===== config.mk =====
export PLATFORM = sky130hd
export DESIGN_NAME = emissor_instrucao
export DESIGN_NICKNAME = d
export VERILOG_FILES = /design/src/rtl/rede_pkg.sv /design/src/rtl/emissor_instrucao_montador_palavra.sv /design/src/rtl/emissor_instrucao.sv
export SDC_FILE = /design/constraint.sdc
export NUM_CORES = 1
export LEC_CHECK = 0
export CAP_MARGIN = 20
export CORE_MARGIN = 1
export CORE_UTILIZATION = 45
export DETAILED_ROUTE_END_ITERATION = 16
export GPL_ROUTABILITY_DRIVEN = 0
export GPL_TIMING_DRIVEN = 1
export HOLD_SLACK_MARGIN = 0.08
export PLACE_DENSITY = 0.68
export SLEW_MARGIN = 20
export SYNTH_ARGS = -nofsm -noshare
export SYNTH_HDL_FRONTEND = slang
export SYNTH_HIERARCHICAL = 1
export SYNTH_SLANG_ARGS = --single-unit

===== constraint.sdc =====
create_clock -name clk -period 3.4 [get_ports clk]
set_input_delay 0.34 -clock clk [delete_from_list [all_inputs] [get_ports clk]]
set_output_delay 0.34 -clock clk [all_outputs]
set_load 0.05 [all_outputs]

===== src/rtl/rede_pkg.sv =====
// Shared definitions for the network instruction stream: word tags, descriptor
// layout, validation limits and the transmitter FSM states.
package rede_pkg;

  // Word tags carried in instrucao[9:8].
  localparam logic [1:0] TAG_HDR = 2'b00;
  localparam logic [1:0] TAG_LO  = 2'b01;
  localparam logic [1:0] TAG_HI  = 2'b10;
  localparam logic [1:0] TAG_END = 2'b11;

  // Layer descriptor layout (13 bits per layer, 4 slots on the config bus).
  localparam int unsigned DESC_W    = 13;
  localparam int unsigned NUM_SLOTS = 4;
  localparam int unsigned ENTR_LSB  = 0;
  localparam int unsigned ENTR_MSB  = 4;
  localparam int unsigned FA_LSB    = 5;
  localparam int unsigned FA_MSB    = 6;
  localparam int unsigned BIAS_BIT  = 7;
  localparam int unsigned NEURO_LSB = 8;
  localparam int unsigned NEURO_MSB = 12;

  // Largest field values the network accepts.
  localparam int unsigned MAX_NEURO = 19;
  localparam int unsigned MAX_ENTR  = 19;

  typedef enum logic [2:0] {
    StIdle,
    StCheck,
    StSend,
    StGap,
    StDone,
    StErr
  } estado_e;

  // True when a descriptor carries an out-of-range input or neuron count.
  function automatic logic desc_invalido(input logic [DESC_W-1:0] d);
    return (d[ENTR_MSB:ENTR_LSB] > 5'(MAX_ENTR)) || (d[NEURO_MSB:NEURO_LSB] > 5'(MAX_NEURO));
  endfunction

endpackage


===== src/rtl/emissor_instrucao_montador_palavra.sv =====
// Combinational word builder: formats one 10-bit instruction word from its tag,
// the layer index, that layer's descriptor, the layer count and the checksum.
module montador_palavra
  import rede_pkg::*;
(
  input  logic [1:0]        tag,
  input  logic [1:0]        camada,
  input  logic [DESC_W-1:0] desc,
  input  logic [2:0]        qtd,
  input  logic [7:0]        chk,
  output logic [9:0]        palavra
);

  // Select the payload layout for the requested tag.
  always_comb begin
    palavra = '0;
    case (tag)
      TAG_HDR: palavra = {TAG_HDR, 5'b0, qtd};
      TAG_LO:  palavra = {TAG_LO, desc[7:0]};
      TAG_HI:  palavra = {TAG_HI, camada, 1'b0, desc[NEURO_MSB:NEURO_LSB]};
      default: palavra = {TAG_END, chk};
    endcase
  end

endmodule


===== src/rtl/emissor_instrucao.sv =====
// Instruction stream transmitter: latches a layer configuration on start,
// validates it, then emits HEADER, LOW/HIGH per layer and a checksummed END,
// each word marked by a one-cycle flag_inst strobe.
module emissor_instrucao
  import rede_pkg::*;
#(
  parameter int unsigned GAP         = 2,
  parameter int unsigned MAX_CAMADAS = 4
) (
  input  logic                          clk,
  input  logic                          rst,
  input  logic                          start,
  input  logic                          hold,
  input  logic [2:0]                    cfg_qtd_camadas,
  input  logic [NUM_SLOTS*DESC_W-1:0]   cfg_camadas,
  output logic [9:0]                    instrucao,
  output logic                          flag_inst,
  output logic                          busy,
  output logic                          done,
  output logic                          erro
);

  // Last gap count value before returning to SEND; unused when GAP is 0.
  localparam logic [3:0] GAP_FIM = 4'((GAP == 0) ? 0 : GAP - 1);

  estado_e                             estado_q;
  logic [2:0]                          qtd_q;
  logic [NUM_SLOTS-1:0][DESC_W-1:0]    desc_q;
  logic [3:0]                          idx_q;
  logic [3:0]                          gap_q;
  logic [7:0]                          chk_q;

  logic [3:0]        idx_m1;
  logic [1:0]        camada;
  logic [1:0]        tag_atual;
  logic [9:0]        palavra;
  logic              cfg_err;

  // Word index 0 is HEADER, 2k+1 is LOW(k), 2k+2 is HIGH(k), 2N+1 is END.
  always_comb begin
    idx_m1 = idx_q - 4'd1;
    camada = idx_m1[2:1];
    if (idx_q == 4'd0) begin
      tag_atual = TAG_HDR;
    end else if (idx_q == {qtd_q, 1'b1}) begin
      tag_atual = TAG_END;
    end else if (idx_q[0]) begin
      tag_atual = TAG_LO;
    end else begin
      tag_atual = TAG_HI;
    end
  end

  // Validate the latched configuration; slots beyond N are ignored.
  always_comb begin
    cfg_err = (qtd_q == 3'd0) || (int'(qtd_q) > MAX_CAMADAS) || (int'(qtd_q) > NUM_SLOTS);
    for (int k = 0; k < NUM_SLOTS; k++) begin
      if (k < int'(qtd_q)) begin
        cfg_err = cfg_err | desc_invalido(desc_q[k]);
      end
    end
  end

  montador_palavra u_montador (
    .tag     (tag_atual),
    .camada  (camada),
    .desc    (desc_q[camada]),
    .qtd     (qtd_q),
    .chk     (chk_q),
    .palavra (palavra)
  );

  // Control FSM with registered outputs; strobes and done are single-cycle.
  always_ff @(posedge clk or negedge rst) begin
    if (!rst) begin
      estado_q  <= StIdle;
      qtd_q     <= '0;
      desc_q    <= '0;
      idx_q     <= '0;
      gap_q     <= '0;
      chk_q     <= '0;
      instrucao <= '0;
      flag_inst <= 1'b0;
      busy      <= 1'b0;
      done      <= 1'b0;
      erro      <= 1'b0;
    end else begin
      flag_inst <= 1'b0;
      done      <= 1'b0;
      case (estado_q)
        StIdle: begin
          if (start) begin
            qtd_q    <= cfg_qtd_camadas;
            desc_q   <= cfg_camadas;
            idx_q    <= '0;
            gap_q    <= '0;
            erro     <= 1'b0;
            busy     <= 1'b1;
            estado_q <= StCheck;
          end
        end
        StCheck: begin
          estado_q <= cfg_err ? StErr : StSend;
        end
        StSend: begin
          if (!hold) begin
            instrucao <= palavra;
            flag_inst <= 1'b1;
            idx_q     <= idx_q + 4'd1;
            gap_q     <= '0;
            chk_q     <= (tag_atual == TAG_HDR) ? palavra[7:0] : (chk_q ^ palavra[7:0]);
            if (tag_atual == TAG_END) begin
              estado_q <= StDone;
            end else if (GAP != 0) begin
              estado_q <= StGap;
            end
          end
        end
        StGap: begin
          // hold is not looked at here; it only gates the next SEND.
          if (gap_q == GAP_FIM) begin
            gap_q    <= '0;
            estado_q <= StSend;
          end else begin
            gap_q <= gap_q + 4'd1;
          end
        end
        StDone: begin
          done     <= 1'b1;
          busy     <= 1'b0;
          estado_q <= StIdle;
        end
        StErr: begin
          erro     <= 1'b1;
          busy     <= 1'b0;
          estado_q <= StIdle;
        end
        default: estado_q <= StIdle;
      endcase
    end
  end

endmodule


* Word level (Yosys, flattened, before mapping)
Index checks and enable logic that the tools add are counted.
** Storage, ports and cells
- Bits in registers :: 88
- Output and inout bits :: 14
- Input port bits :: 59
- Word-level logic and storage cells :: 102
** Operators by class
- Muxes and demuxes :: 30
- Add/subtract/negate cells :: 3
- Equality and inequality tests :: 13
- Magnitude comparators :: 14
- Bitwise operators :: 6
- Reduce and logical (&&, ||, !) cells :: 22
** Operators by type and width (number)
- 5-bit > comparator (second input constant) :: 8
- 10-bit case mux with 3 select lines :: 1
- 13-bit binary-select mux with 2-bit select :: 1
- 4-bit two-way mux :: 4
- 3-bit two-way mux :: 5
- 13-bit two-way mux :: 1
- 3-bit case mux with 4 select lines :: 1
- 4-bit case mux with 3 select lines :: 1
- 1-bit two-way mux :: 9
- 3-bit AND reduction :: 3
- 4-bit by 1-bit adder with 4-bit output (second input constant) :: 2
- 8-bit two-way mux :: 1
- 4-bit case mux with 2 select lines :: 1
- 2-bit AND reduction :: 4
- 8-bit XOR :: 1
- 3-bit by 2-bit equality test with 1-bit output (second input constant) :: 2
- 3-bit equality test (second input constant) :: 2
- 3-bit logical NOT :: 2
- 1-bit logical OR :: 6
- 1-bit by 3-bit < comparator with 1-bit output (first input constant) :: 2
- 2-bit by 3-bit < comparator with 1-bit output (first input constant) :: 2
- 2-bit two-way mux :: 3
- 2-bit inequality test (second input constant) :: 3
- 2-bit nonzero test :: 3
- other kinds (15) :: 20

* Logic depth before layout (Yosys ltp)
Gate-level depths: netlist of run 1.
- Depth after elaboration :: 13
- Gate-level depth with buffers :: 12
- Gate-level depth less buffers :: 9

* Hierarchy
The synthesis of run 1 kept the hierarchy.
** By module, submodules not included
- emissor_instrucao :: cells an instance 299, times used 1, area each 4066.4 um^2, seq. area each 2202.1 um^2
- montador_palavra :: cells an instance 18, times used 1, area each 197.7 um^2, seq. area each 0.0 um^2

* Worst setup path before layout of run 1
OpenSTA, ideal clock, no wires.
- Path type :: reg-to-reg
- Start :: reg idx_q[0]
- End :: reg instrucao[2]
- Path buffers :: 2
- Data arrival time :: 2543 ps
- Setup time :: 125 ps
- Period minus slack after synthesis :: 2668 ps
- Stages on the path, launching flop included :: 8
- Slack :: 732 ps
- Required time :: 3275 ps
- Cell sequence :: dfrtp_1 > inv_1 > ha_1 > clkbuf_1 > buf_2 > mux4_2 > mux4_2 > mux2_2
** Between the ends
- Cells in the longest elaborated chain, start to end :: 5
- Elaborated cells between the ends (all ways) :: 12
- Classes of those cells :: add/sub: 1; eq/ne: 3; mux: 6; reduce/logical: 2
** RTL lines
- from (decl) :: line emissor_instrucao.sv:29 : logic [3:0] idx_q;
- from (signal assigned) :: line emissor_instrucao.sv:109 : idx_q <= idx_q + 4'd1;
- parallel branches: the longest is 4 deep, another holds 3-bit by 1-bit subtractor with 3-bit output
- 10-bit case mux with 3 select lines (*) :: line emissor_instrucao_montador_palavra.sv:17 : case (tag)
- net palavra[2] :: line emissor_instrucao.sv:36 : logic [9:0] palavra;
- to (signal assigned) :: line emissor_instrucao.sv:107 : instrucao <= palavra;
- to (decl) :: line emissor_instrucao.sv:16 : output logic [9:0] instrucao,
Mark *: on every way through the listed nets, which the timed path passes. The select of a mux whose other input is x is not followed.
A chain may end at the register's enable or synchronous reset.

* Worst setup path after layout of run 1
- Start :: reg idx_q[1]
- End :: reg chk_q[0]
** Between the ends
- Cells in the longest elaborated chain, start to end :: 7
- Elaborated cells between the ends (all ways) :: 13
- Classes of those cells :: add/sub: 1; eq/ne: 3; mux: 6; bitwise: 1; reduce/logical: 2
** RTL lines
- parallel branches: the longest is 4 deep, another holds 3-bit by 1-bit subtractor with 3-bit output
- 10-bit case mux with 3 select lines (*) :: line emissor_instrucao_montador_palavra.sv:17
- net palavra[0] :: line emissor_instrucao.sv:36
- 8-bit XOR :: line emissor_instrucao.sv:111 : chk_q <= (tag_atual == TAG_HDR) ? palavra[7:0] : (chk_q ^ palavra[7:0]);
- 8-bit two-way mux (*) :: line emissor_instrucao.sv:111
- to (signal assigned) :: line emissor_instrucao.sv:111
- to (decl) :: line emissor_instrucao.sv:31 : logic [7:0] chk_q;
Marked as above.

==> results.md, run 1 <==
- The run finished with clean final reports.
- Among the stages of the critical path, the cell type that occurs most often is sky130_fd_sc_hd__mux4_2.
- After clock tree synthesis, the clock-pin slew on the worst setup and hold paths is 0.08 ns.
- For this run, the number of Yosys warnings is 6.
- The share of total power consumed by net switching is 0.365.
- The main combinational cell family by area after synthesis is multiplexers.
- In the routed layout, each cell is associated on average with a via count of 5.62.
- The final-report hold violation count came to 0.
- After synthesis the cells add up to 4260 um2.
- The overall die area is slightly below 10000 um2.
- In this run the mean area of a mapped cell was 13.5 um2.
- The final count of negative-setup-slack endpoints is 0.
- The pin count of the biggest net entering global routing is 59.
- Of the cells placed in the final design, the portion with a size suffix greater than 1 is 0.244.
- The internal power contribution is between 2 and 3 mW.
- The number of standard cells in the layout, taps in and fillers out is roughly 500.
- After detailed routing, the average wire length per cell comes to 17.0 um.
- Synthesis produced a netlist whose cell count is 317.
- Of the total synthesized cell area, the portion taken by AND, OR, NAND and NOR gates is 0.0678.
- The clock tree from TritonCTS is yes.
- The critical path goes through inv_1, ha_1, buf_4, mux4_2, mux4_2, nand3_1, o21ai_0, a21oi_1.
- At the worst endpoint, the arrival time is 3.01 ns.
- The startpoint-to-endpoint class of the critical path is reg2reg.
- The kind of path behind the tightest hold check is in2async.
- The final period demand of the worst path is approximately 2.7 ns.
- The synthesized-area fraction occupied by ao, oa, aoi and oai cells is 0.0795.
- Along the worst path, the maximum fanout reaches 9.
- The insertion delay to the later sink of the worst-skew pair is 0.35 ns.
- The switching power of the nets is 1.66 mW.
- The delay of the slowest critical-path stage is 0.52 ns.
- The total vias in the final route is 2817.
- After synthesis the netlist holds a flip-flop and latch count of roughly 90.
- The worst register-to-register path begins at idx_q[1].
- The number of cells on the worst reg-to-reg path is 8.
- The leakage power is 2.13 nW.
- The max-cap check violation count is 0.
- The number of antenna violations at the first check in global routing is 0.
- The antenna diode count is 0.
- The die height is about 99 um.
- In this run the standard cell core region covers a little over 9000 um2.
- The slack of the worst reg-to-reg path is 0.66 ns.
- The startpoint type of the worst setup path is a flop.
- The sum of routed wire length over all layers is 8.50 mm.
- The post-synthesis sequential area ratio is 0.516.
- Across all setup checks in the final design, the least slack found is 0.664 ns.
- The share of cell area taken by muxes after synthesis is 0.270.
- The residual antenna-violating net count after detailed routing is 0.
- The net count of the finished layout is 449.
- In this run, placement finished with an instance count of 485.
- In the finished design, the share of the clock period the worst path needs comes to 0.805.
- The post-synthesis adder-cell area fraction is 0.0117.
- The number of buffers added on ports is 72.
- Timing analysis after detailed placement gives a worst setup slack of 0.643 ns.
- Pin placement for this block handled 73 I/O pins.
- The post-route total power is 4.56 mW.
- The number of pins with negative max-slew slack in the final report is 0.
- The total half-perimeter wirelength after legalization and detailed placement is 6.11 mm.
- For this run the aggregate overflow at the end of global routing stands at 0.
- The combinational power share is 0.426.
- Across every metal layer, demand over resource in global routing totals 0.190.
- The power density over the cells is 871 nW/um2.
- Setup repair after global routing left no endpoint under its margin.
- Across the VDD grid, the largest voltage drop is 0.324 mV.
- CTS placed an instance of sky130_fd_sc_hd__clkbuf_8 at the clock tree root.
- STA classifies the critical path endpoint as a flop.
- After floorplanning, the core was divided into 35 placement rows.
- The critical path data required time is 3.68 ns.
- The first TritonRoute pass finished after 4 iterations.
- The effective utilization at floorplan is 0.464.
- The number of nets in the synthesized netlist is between 300 and 400.
- Of the total synthesized cell area, the portion taken by XOR and XNOR cells is 0.0144.
- The worst clock skew is 0.00474 ns.
- The highest-delay cell along the critical path is sky130_fd_sc_hd__mux4_2.
- The die width is 99.3 um.
- Relative to the synthesized area, the layout overhead comes to 22.7%.
- The achievable clock frequency is around 370 MHz.
- The endpoint of the worst register-to-register path is chk_q[0].
- The transition time of the tightest slew-check pin is 0.771 ns.
- The clock network fraction of total power is 0.158.
- The DRC violations left is 0.
- Counting every sink on the clock net gives 88.
- The sum of negative setup slack is 0 ns.
- The clock passes through at most 2 buffers.
- The first global-routing pass estimated 14.4 mm of wire.
- Hold timing on the final database bottoms out at a slack of about 0.42 ns.
- The via count of the first global-routing pass is 2822.
- The worst pin sits at a relative slew slack of 0.478.
- The sequential power share is 0.416.
- The count of different cell masters after synthesis is 42.
- The most critical setup path has its startpoint at idx_q[1].
- CTS built an H-tree with a depth of 3.
- In this run, the number of DRC markers left after iteration 0 of detailed routing was ~130.
- Clock tree synthesis inserted a total of 9 buffers.
==> state kept, by name, indices dropped and copies added, names as in the netlist <==
register,cells
busy,1
chk_q,8
desc_q,52
done,1
erro,1
estado_q,3
flag_inst,1
gap_q,4
idx_q,4
instrucao,10
qtd_q,3
==> power groups by stage <==
stage / clock (mW) / sequential [mW] / combinational, mW
floorplan: 0 / 1.91 / 1.45
global placement: 0 / 1.90 / 1.91
detailed placement: 0 / 1.92 / 1.96
CTS: 0.739 / 1.90 / 1.96
global route: 0.788 / 1.96 / 2.13
finish: 0.721 / 1.90 / 1.94
==> synth_stat cells (all sizes together) <==
| cell | instances | area, um2 |
|---|---|---|
| a32o | 1 | 10.0 |
| nand4b | 1 | 8.76 |
| nor3b | 1 | 7.51 |
| nor2b | 6 | 37.5 |
| dfrtp | 88 | 2200 |
| nand3 | 9 | 45.0 |
| nor4b | 2 | 47.6 |
| mux2i | 1 | 10.0 |
| inv | 7 | 26.3 |
| nand2 | 7 | 26.3 |
| clkbuf | 4 | 16.3 |
| a41oi | 1 | 8.76 |
| a22o | 5 | 43.8 |
| o21ai | 17 | 88.8 |
| nor3 | 2 | 10.0 |
| and2 | 1 | 6.26 |
| or3b | 2 | 17.5 |
| nand2b | 1 | 6.26 |
| nand4 | 4 | 25.0 |
| and3 | 1 | 6.26 |
| o2bb2ai | 3 | 26.3 |
| a211oi | 2 | 15.0 |
| nor2 | 12 | 45.0 |
| xor2 | 7 | 61.3 |
| o311ai | 1 | 8.76 |
| a21oi | 16 | 80.1 |
| buf | 18 | 129 |
| mux2 | 69 | 781 |
| o211ai | 3 | 22.5 |
| o21a | 1 | 7.51 |
| a31oi | 3 | 18.8 |
| ha | 4 | 50.1 |
| o221ai | 1 | 8.76 |
| mux4 | 16 | 360 |
==> metal layers <==
metal / part of all wire / GRT usage / vias to the layer above / routed length (um)
li1: - / - / 1307 / -
met1: 0.47 / 0.263 / 1425 / 3990
met2: 0.48 / 0.300 / 73 / 4060
met3: 0.039 / 0.0415 / 12 / 330
met4: 0.015 / 0.0588 / 0 / 125
met5: 0 / 0 / - / 0
==> metrics by stage <==
step / util / cell area (um2)
6_report: 0.569 / 5230
5_1_grt: 0.569 / 5230
4_1_cts: 0.569 / 5230
3_5_place_dp: 0.547 / 5030
3_3_place_gp: 0.547 / 5030
2_1_floorplan: - / 4260
==> layout by cell type, fill, tap and decap left out, types with 2 or more instances in the layout <==
cell type | netlist | final
sky130_fd_sc_hd__nand4_1 | 4 | 4
sky130_fd_sc_hd__mux2_1 | 17 | 17
sky130_fd_sc_hd__nand2_1 | 7 | 7
sky130_fd_sc_hd__mux4_2 | 16 | 16
sky130_fd_sc_hd__clkinvlp_4 | 0 | 3
sky130_fd_sc_hd__a22o_1 | 5 | 5
sky130_fd_sc_hd__nor3_1 | 2 | 2
sky130_fd_sc_hd__nand3_1 | 9 | 9
sky130_fd_sc_hd__o2bb2ai_1 | 3 | 3
sky130_fd_sc_hd__dfrtp_1 | 88 | 88
sky130_fd_sc_hd__ha_1 | 4 | 4
sky130_fd_sc_hd__xor2_1 | 7 | 7
sky130_fd_sc_hd__mux2_2 | 51 | 51
sky130_fd_sc_hd__clkbuf_8 | 0 | 10
sky130_fd_sc_hd__nor4b_4 | 2 | 2
sky130_fd_sc_hd__clkdlybuf4s50_1 | 0 | 71
sky130_fd_sc_hd__nor2b_1 | 6 | 6
sky130_fd_sc_hd__inv_1 | 7 | 7
sky130_fd_sc_hd__o21ai_0 | 15 | 15
sky130_fd_sc_hd__a31oi_1 | 3 | 3
sky130_fd_sc_hd__buf_4 | 3 | 8
sky130_fd_sc_hd__o211ai_1 | 3 | 3
sky130_fd_sc_hd__nor2_1 | 12 | 12
sky130_fd_sc_hd__a211oi_1 | 2 | 2
sky130_fd_sc_hd__a21oi_1 | 16 | 16
==> logic make-up (layout without fill, tap and decap cells) <==
| family | after synthesis | after routing |
|---|---|---|
| flops | 88 | 88 |
| simple gates | 49 | 49 |
| buf+inv | 29 | 102 |
| xor+xnor | 7 | 7 |
| compound gates | 54 | 54 |
| mux | 86 | 86 |
| fa+ha+maj | 4 | 4 |
==> worst max-delay path, delay by kind of cell (launching register included) <==
kind	cells	cell delay (ns)
AND/OR/NAND/NOR	1	0.10
adder cells (fa/ha/maj)	1	0.48
AO/OA/AOI/OAI	2	0.25
multiplexers	2	1.03
buffers and inverters	2	0.36
flip-flops	1	0.44
==> worst max path at each step <==
stage / end / slack [ns] / cells after the start
finish: chk_q[0] / 0.66 / 8
global route: chk_q[3] / 0.41 / 9
CTS: chk_q[0] / 0.63 / 8
detailed placement: chk_q[0] / 0.64 / 8
global placement: chk_q[3] / 0.71 / 9
floorplan: instrucao[2] / 0.73 / 7
==> what timing repair did <==
action,CTS,global route
resized for setup,0,0
endpoints found under the hold margin,22,0
hold buffers,1,0
buffers inserted,0,0
==> area by class of cell <==
cell class	count	area, um2
Tap cell	111	139
Clock inverter	5	57.6
Inverter	7	26.3
Fill cell	764	3960
Multi-Input combinational cell	200	1890
Timing Repair Buffer	80	781
Sequential cell	88	2200
Clock buffer	10	138
Note: power is estimated with default switching activity, not from simulation.
==> inputs of run 2 (changes only) <==
Settings changed: PLACE_DENSITY 0.68 to 0.7.
Clock period 3.4 ns to 2.3 ns, I/O delays scaled along.
==> run 2 against run 1 <==
- sequential power rose by 44%
- fmax rose by 20%
- flip-flop and latch count did not move
- via count rose by 2.2%
==> results.md, run 2 (synthesis results as in run 1) <==
- The run finished with clean final reports.
- The total half-perimeter wirelength after legalization and detailed placement is 6.37 mm.
- The total core area is slightly above 9000 um2.
- The number of antenna violations at the first check in global routing was 0.
- The proportion of layout cells with a drive suffix above 1 is 0.314.
- The critical path data required time is between 2 and 3 ns.
- The antenna diode count is 0.
- The clock tree from TritonCTS is yes.
- The maximum ir drop on the vdd rail is 0.595 mV.
- Walking the worst path, the cells encountered are inv_2, ha_4, buf_6, mux4_2, mux4_2, mux2_4.
- Clock tree synthesis selected as its root buffer the cell sky130_fd_sc_hd__clkbuf_8.
- For this run, the total global-route usage over all layers was measured as 0.194.
- Setup violations remaining at the end of the flow were counted as 0.
- For the pin with the worst max-slew slack, the measured transition is 0.734 ns.
- The number of nets in the finished design is between 400 and 500.
- The sequential cells in the finished layout cover a total of 2200 um2.
- The number of buffers added on ports is between 70 and 80.
- The number of pins with negative max-slew slack in the final report is 0.
- The die height is between 90 and 100 um.
- After filler insertion, the fill cell instance count of the layout stands at ~720.
- The final clock period utilization by the worst path is 0.993.
- For met2 alone, demand over resource in global routing was 0.307.
- In the layout the commonest cells are sky130_fd_sc_hd__dfrtp_1 (88), sky130_fd_sc_hd__clkdlybuf4s50_1 (71), sky130_fd_sc_hd__mux2_2 (46).
- The iteration count of the initial detailed-routing pass is 4.
- The normalized max-slew margin is 0.503.
- The dominant cell type by count on the critical path is sky130_fd_sc_hd__mux4_2.
- Across the routed clock network, the largest skew measured is 0.0112 ns.
- The worst path needs 2.28 ns of the cycle, external delays included.
- The delay of the slowest critical-path stage is 0.53 ns.
- The leakage power is 2.27 nW.
- The total vias in the final route is approximately 2900.
- The clock sink total is slightly below 90.
- On the critical path, the stage with the largest delay is an instance of sky130_fd_sc_hd__mux4_2.
- The final-report hold violation count came to 0.
- In the final routed layout, each cell accounts on average for 17.0 um.
- For this run, the top clock speed supported by timing is 438 MHz.
- The number of rows created at floorplan is 35.
- For met1 alone, demand over resource in global routing was 0.266.
- The power density over the cells is between 1000 and 1500 nW/um2.
- The clock transition at the registers of the reported paths is 0.09 ns.
- The first routing iteration left between 100 and 150 violations.
- The worst slack on hold paths is 0.376 ns.
- The worst-path maximum fanout is 5.
- The critical path in this run is classified as reg2reg.
- The largest registers in the layout are desc_q (52), instrucao (10), chk_q (8).
- The tool flagged a number of max-cap violations equal to 0.
- The internal power of the cells totals 4.69 mW.
- The critical path starts at idx_q[0].
- Relative to the synthesized area, the layout overhead comes to 29.7%.
- Adding up every negative setup slack in the final design gives 0 ns.
- At the later pin of the worst-skew pair, clock insertion delay measures 0.36 ns.
- The sequential power share is 0.375.
- The number of buffers added by the clock tree synthesis step is 9.
- Of the total power, combinational logic draws 0.462.
- The die width is 99.3 um.
- Once detail routing completed, the nets flagged for antenna violations numbered 0.
- Counting flops per register, the top entry is desc_q.
- Global routing finished with a remaining overflow of 0.
- For met3 alone, demand over resource in global routing was 0.0387.
- The number of buffers on the longest clock path is 2.
- In the final layout, the multi-input gates occupy ~2000 um2.
- The via count of the first global-routing pass is 2938.
- The kind of path behind the tightest hold check is in2async.
- The nature of the critical path endpoint is a flop.
- The library cell used most frequently in the layout, excluding fill and tap cells, is sky130_fd_sc_hd__dfrtp_1.
- Entering global routing, the biggest net connects a little under 60 pins.
- Wires add up to 8.80 mm.
- The floorplan step defined a die boundary enclosing 9870 um2.
- The clock network fraction of total power is 0.163.
- 73 I/O pins were placed.
- Counting both buffers and inverters, the worst setup path holds a total of 2.
- The depth of the CTS H-tree is 3.
- The number of flip-flops under the largest register name is 52.
- The switching power of the nets is 2.61 mW.
- The via count normalized by instance count is 5.56.
- The gate family responsible for the most delay along the worst path is multiplexers.
- The effective utilization at floorplan is 0.464.
- The DRC violations left is 0.
- The source of the worst register-to-register timing path is idx_q[0].
- Setup repair after global routing could not meet its margin everywhere.
- At the worst endpoint, the arrival time is 2.53 ns.
- The first global-routing pass estimated 14.8 mm of wire.
- The startpoint type of the worst setup path is a flop.
- The share of total power consumed by net switching is 0.358.
- The most used routing layer in global routing is met2.
## run 2: changes by cell type in the layout (fill, tap and decap cells not counted), sizes merged
cell	previous run	this run
inv	7	9
clkinvlp	3	1
bufinv	1	2
clkbuf	10	9
buf	8	25
## run 2: power groups by stage
stage	logic [mW]	registers [mW]	clock network, mW
after floorplan	2.22	2.83	0
after global placement	3.12	2.76	0
after detailed placement	3.21	2.77	0
after CTS	3.26	2.73	1.21
after global routing	3.64	2.83	1.29
final	3.37	2.74	1.19
## run 2: final timing paths
path / end / slack (ns) / cells after the start
max: instrucao[1] / 0.02 / 6
min: desc_q[46] / 0.38 / 2
max reg2reg: instrucao[1] / 0.02 / 6
min reg2reg: desc_q[5] / 0.49 / 1
max in group asynchronous: desc_q[29] / 1.26 / 3
min in group clk: desc_q[5] / 0.46 / 2
## run 2: repair_timing
item / in CTS / in global routing
setup endpoints to repair: 10 / 10
hold buffers: 1 / 0
endpoints found under the hold margin: 38 / 0
pin swaps: 0 / 9
resized for setup: 5 / 14
setup buffers: 0 / 4
## run 2: area by class of cell
| cell class | count | area share |
|---|---|---|
| clock buffer | 9 | 0.0224 |
| inverter | 7 | 0.00475 |
| tap | 111 | 0.0251 |
| clock inverter | 6 | 0.0167 |
| sequential | 88 | 0.398 |
| multi-input combinational | 200 | 0.357 |
| timing repair buffer | 97 | 0.175 |
## run 2: through the flow
| stage | util | worst slack, ns | total power [mW] | std cells | instance area [um2] |
|---|---|---|---|---|---|
| CTS | 0.593 | 0.0187 | 7.21 | 514 | 5450 |
| global placement | 0.566 | -0.000612 | 5.87 | 498 | 5200 |
| global route | 0.601 | -0.0577 | 7.76 | 518 | 5530 |
| finish | 0.601 | 0.0164 | 7.30 | 518 | 5530 |
| detailed placement | 0.566 | -0.0442 | 5.98 | 498 | 5200 |
| floorplan | - | -0.0647 | 5.05 | 317 | 4310 |
## run 2: routing by layer
metal,vias to the layer above,share of wire
met4,0,0.016
met5,-,0
met1,1435,0.45
met3,14,0.051
li1,1339,-
met2,90,0.48
## run 2: worst register-to-register path, cell delays in order, from the launching register on
cell and delay, ns:
sky130_fd_sc_hd__dfrtp_1 0.38, sky130_fd_sc_hd__inv_2 0.06, sky130_fd_sc_hd__ha_4 0.30, sky130_fd_sc_hd__buf_6 0.14, sky130_fd_sc_hd__mux4_2 0.49, sky130_fd_sc_hd__mux4_2 0.53, sky130_fd_sc_hd__mux2_4 0.28
